[src/rtl/seq_serializer.sv]
// Parallel-to-serial converter, MSB first, with back-to-back streaming.
// Optional even-parity trailer cycle is enabled by defining SER_PARITY_EN.
module seq_serializer #(
    parameter int WIDTH = 24
) (
    input  logic             clk,
    input  logic             rst,
    input  logic             load_valid,
    input  logic [WIDTH-1:0] load_data,
    output logic             load_ready,
    output logic             din,
    output logic             dout_valid,
    output logic             done
);

    localparam int CW = $clog2(WIDTH);

    typedef enum logic [1:0] {
        IDLE,
        SHIFT
`ifdef SER_PARITY_EN
        , PARITY
`endif
    } state_t;

    state_t           state_q;
    logic [WIDTH-1:0] shreg_q;
    logic [CW-1:0]    cnt_q;
    logic             din_q;
    logic             dout_valid_q;
    logic             done_q;
    logic             load_ready_q;
`ifdef SER_PARITY_EN
    logic             par_q;
`endif

    assign load_ready = load_ready_q;
    assign din        = din_q;
    assign dout_valid = dout_valid_q;
    assign done       = done_q;

    // All outputs are registered and computed for the cycle that follows each edge;
    // shreg_q[WIDTH-1] always holds the bit currently on din during SHIFT.
    always_ff @(posedge clk) begin
        if (rst) begin
            state_q      <= IDLE;
            shreg_q      <= '0;
            cnt_q        <= '0;
            din_q        <= 1'b0;
            dout_valid_q <= 1'b0;
            done_q       <= 1'b0;
            load_ready_q <= 1'b1;
`ifdef SER_PARITY_EN
            par_q        <= 1'b0;
`endif
        end else if (load_valid && load_ready_q) begin
            state_q      <= SHIFT;
            shreg_q      <= load_data;
            cnt_q        <= CW'(WIDTH - 1);
            din_q        <= load_data[WIDTH-1];
            dout_valid_q <= 1'b1;
            done_q       <= 1'b0;
            load_ready_q <= 1'b0;
`ifdef SER_PARITY_EN
            par_q        <= ^load_data;
`endif
        end else begin
            case (state_q)
                SHIFT: begin
                    if (cnt_q != '0) begin
                        shreg_q      <= shreg_q << 1;
                        cnt_q        <= cnt_q - CW'(1);
                        din_q        <= shreg_q[WIDTH-2];
                        dout_valid_q <= 1'b1;
`ifdef SER_PARITY_EN
                        done_q       <= 1'b0;
                        load_ready_q <= 1'b0;
`else
                        done_q       <= (cnt_q == CW'(1));
                        load_ready_q <= (cnt_q == CW'(1));
`endif
                    end else begin
`ifdef SER_PARITY_EN
                        state_q      <= PARITY;
                        din_q        <= par_q;
                        dout_valid_q <= 1'b1;
                        done_q       <= 1'b1;
                        load_ready_q <= 1'b1;
`else
                        state_q      <= IDLE;
                        din_q        <= 1'b0;
                        dout_valid_q <= 1'b0;
                        done_q       <= 1'b0;
                        load_ready_q <= 1'b1;
`endif
                    end
                end
                default: begin
                    state_q      <= IDLE;
                    din_q        <= 1'b0;
                    dout_valid_q <= 1'b0;
                    done_q       <= 1'b0;
                    load_ready_q <= 1'b1;
                end
            endcase
        end
    end

endmodule

[config.mk]
export PLATFORM = sky130hd
export DESIGN_NAME = seq_serializer
export DESIGN_NICKNAME = d
export VERILOG_FILES = /design/src/rtl/seq_serializer.sv
export SDC_FILE = /design/constraint.sdc
export NUM_CORES = 1
export LEC_CHECK = 0
export CAP_MARGIN = 20
export CORE_ASPECT_RATIO = 1.25
export CORE_MARGIN = 4
export CORE_UTILIZATION = 51
export CTS_CLUSTER_SIZE = 12
export DETAILED_ROUTE_END_ITERATION = 16
export PLACE_DENSITY = 0.79
export SYNTH_ARGS = -nofsm -noshare
export SYNTH_HDL_FRONTEND = slang
export SYNTH_SLANG_ARGS = --single-unit
[constraint.sdc]
create_clock -name clk -period 1.8 [get_ports clk]
set_input_delay 0.36 -clock clk [delete_from_list [all_inputs] [get_ports clk]]
set_output_delay 0.36 -clock clk [all_outputs]
set_load 0.02 [all_outputs]
==> summary.md <==
| Metric | Value |
|---|---|
| Outcome | complete, no violations |
| Share of cells above drive strength 1 | 18.4% |
| Net Sw Frac | between 20% and 30% |
| Post-place instance area | 0.00197 mm2 |
| I/O pin cnt | 31 |
| Die Span Y | 71.4 um |
| Antenna violations before repair | 0 |
| Max transition margin | 74.8% |
| Crit path capture type | flop |
| Maximum clock rate | 0.584 GHz |
| CTS sink cnt | 33 |
| Register share of total power | 41.6% |
| Vias in the first global route | 1460 |
| Combinational power share | 24.9% |
| EDFF count, synth | 0 |
| Clock tree buffer depth | 2 |
| Ys async rst share | 0% |
| Post-Syn Nets | 208 |
| Post-synth top area share | 40.3% |
| Detailed Place HPWL | 2540 um |
| Core ar. | 0.00300 mm2 |
| Final Hold Viols | 0 |
| Worst R2R Path Depth | 6 |
| RSZ-0062 raised after global routing | false |
| Clk pwr share | 33.5% |
| Worst-margin pin slew | 0.378 ns |
| Max Slew Vio Count | 0 |
| Final GP Congestion | 0.751 |
| Initial Util | between 50% and 60% |
| Synthesized area per cell | 9.16 um2 |
| Drc violations | 0 |
| Layout fillers | 237 |
| Startpoint types | flop |
| Placed insts | 235 |
| Clock latency on the worst-skew pair | between 0.3 and 0.4 ns |
| Setup ws final | 0.0869 ns |
| Clock transition at path regs | 0.11 ns |
| Vias per cell | 6.14 |
| Synth area leaders | dfxtp_1, a2111oi_2, nor2_1, nor4_1, clkbuf_1 |
| Synthesis-stage register bit count | 33 |
| Clk_skew | 0.0142 ns |
| Hold_sp | shreg_q[22] |
| Power per Cell Area | ~1000 mW/mm2 |
| Max IR drop VDD | 0.000830 V |
| Design area | about 0.0021 mm2 |
| Synth warn | 0 |
| Largest net degree at the start of global routing | 35 |
| Post-route insts no fill | 243 |
| Synthesized cell area | 0.00164 mm2 |
| Reg2Reg Setup Slack | 0.09 ns |
| WL/cell | 15.7 um |
| TritonCTS clock tree | built |
| Max-cap violation count | 0 |
| Int Pwr | 1.48 mW |
| WHS Endpoint | din |
| CTS root buf | clkbuf_4 |
| Gate Count Post-Synth | 179 |
| Final Util | 70.2% |
| CTS Buf Count | 5 |
| Row cnt | 22 |
| Layout area overhead | 28.5% |
| Post-synth top area cell | dfxtp_1 |
| Antenna Violating Nets Remaining | 0 |
| Register area share after synthesis | 40.3% |
| Crit share post-route | 95.2% |
| PortBufs | 30 |
| Lkg Pwr | about 0.73 nW |
| Hold crit path type | flop to flop |
| DRC violation total after the first TritonRoute iteration | between 80 and 90 |
| Post-place setup slack | -0.0825 ns |
| Final net count | 235 |
| Final setup violation count | 0 |
| Crit path kind | flop to flop |
| NetSw | 0.593 mW |
| RR Startpoint | cnt_q[0] |
| Worst hold stages | 2 |
| Ant. Diodes | 0 |
| Post-Route WL | about 3800 um |
| Prevailing post-synth register cell | dfxtp_1 |
| First-pass DRT Iterations | 4 |
| First-pass GRT wire length | around 6200 um |
| CP arrival | 1.93 ns |
| H-Tree Depth | 2 |
| Vias | between 1000 and 1500 |
| Die X | around 60 um |
| Worst EP required | 2.02 ns |
| R2r endpoint | shreg_q[12] |
| GR Overflow Total | 0 |
| Total GRT Usage | a little under a fifth |
| Worst-path fanout max | 19 |
| Die ar. | 0.00419 mm2 |
| Fin crit period | 1.71 ns |
| Fin Hold WS | 0.479 ns |
| Post-CTS setup repair buffer count | 0 |
| Synth cell types | 32 |
flip-flops by register name, summed over array words and instances (netlist names):
name	count
cnt_q	5
din	1
done	1
dout_valid	1
load_ready	1
shreg_q	23
state_q	1
power groups by stage:
stage / Combinational, mW / Sequential, mW / Clock [mW]
global route: 0.561 / 0.873 / 0.732
floorplan: 0.348 / 0.877 / 0
global placement: 0.478 / 0.875 / 0
CTS: 0.494 / 0.863 / 0.699
finish: 0.516 / 0.865 / 0.696
detailed placement: 0.492 / 0.880 / 0
cells in the final DEF (no fill, tap or decap), types with 2 or more instances in the layout:
cell type	synthesis	final
inv_1	2	2
dfxtp_1	33	33
a311oi_1	4	4
nor2_1	42	42
o21ai_0	5	5
bufinv_16	0	2
nor4_1	18	18
or3_1	3	3
clkbuf_4	0	5
a2111oi_1	0	2
nand2_1	4	4
a211oi_2	0	2
buf_4	0	5
buf_12	1	3
clkdlybuf4s50_1	0	30
nand3_1	5	5
nand3b_1	2	2
a2111oi_2	15	16
a21oi_1	7	7
through the flow:
stage | TNS (ns) | total power, mW
2_1_floorplan | 0 | 1.22
3_3_place_gp | 0 | 1.35
3_5_place_dp | -0.481 | 1.37
4_1_cts | 0 | 2.06
5_1_grt | 0 | 2.17
6_report | 0 | 2.08
worst max path at each step:
stage	start	end	slack (ns)	cells after the start
2_1_floorplan	cnt_q[0]	shreg_q[20]	0.17	7
3_3_place_gp	load_valid	shreg_q[11]	0.002	5
3_5_place_dp	load_valid	shreg_q[7]	-0.08	5
4_1_cts	cnt_q[0]	shreg_q[10]	0.02	6
5_1_grt	cnt_q[0]	shreg_q[10]	0.02	6
6_report	cnt_q[0]	shreg_q[12]	0.09	6
final cells by class:
type	instances	area [um2]	area share, %
Multi-Input combinational cell	125	888	42.2
Clock buffer	5	37.5	1.78
Inverter	3	11.3	0.535
Clock inverter	3	65.1	3.09
Sequential cell	33	661	31.4
Tap cell	36	45.0	2.14
Timing Repair Buffer	38	398	18.9
critical path, cell delays in order (launching register included):
cell	delay [ns]
dfxtp_1	0.35
inv_1	0.12
ha_4	0.17
or4b_1	0.42
buf_4	0.20
nand2_8	0.17
a2111oi_0	0.12
routing by layer:
metal / global-route usage, % / wire length, um / vias up
met5: 0 / 0 / -
met4: 7.05 / 91 / 0
met3: 5.41 / 201 / 10
met2: 34.9 / 1940 / 41
met1: 19.4 / 1590 / 707
li1: - / - / 735
cells in the mapped netlist, types with 2 or more instances:
cell type  instances
o21ai_0            5
a2111oi_0          4
buf_6              3
nand3_1            5
nor4_1            18
dfxtp_1           33
or3_1              3
nor2_1            42
ha_1               2
nand3b_1           2
nand2_1            4
a21oi_1            7
clkbuf_1          10
a2111oi_2         15
buf_2              3
a311oi_1           4
a211oi_1           3
inv_1              2
logic make-up (layout without fill, tap and decap cells):
| logic type | Yosys count | in the layout | synth area share [%] |
|---|---|---|---|
| adder cells (fa/ha/maj) | 2 | 2 | 1.53 |
| flip-flops | 33 | 33 | 40.3 |
| buffers and inverters | 21 | 49 | 7.40 |
| multiplexers | 1 | 1 | 0.611 |
| AO/OA/AOI/OAI | 42 | 42 | 24.8 |
| AND/OR/NAND/NOR | 80 | 80 | 25.3 |
what timing repair did:
item | CTS | global route
endpoints found under the setup margin | 0 | 18
hold buffers | 0 | 0
gates resized for setup | 0 | 8
Power figures use the tool's default switching activity.
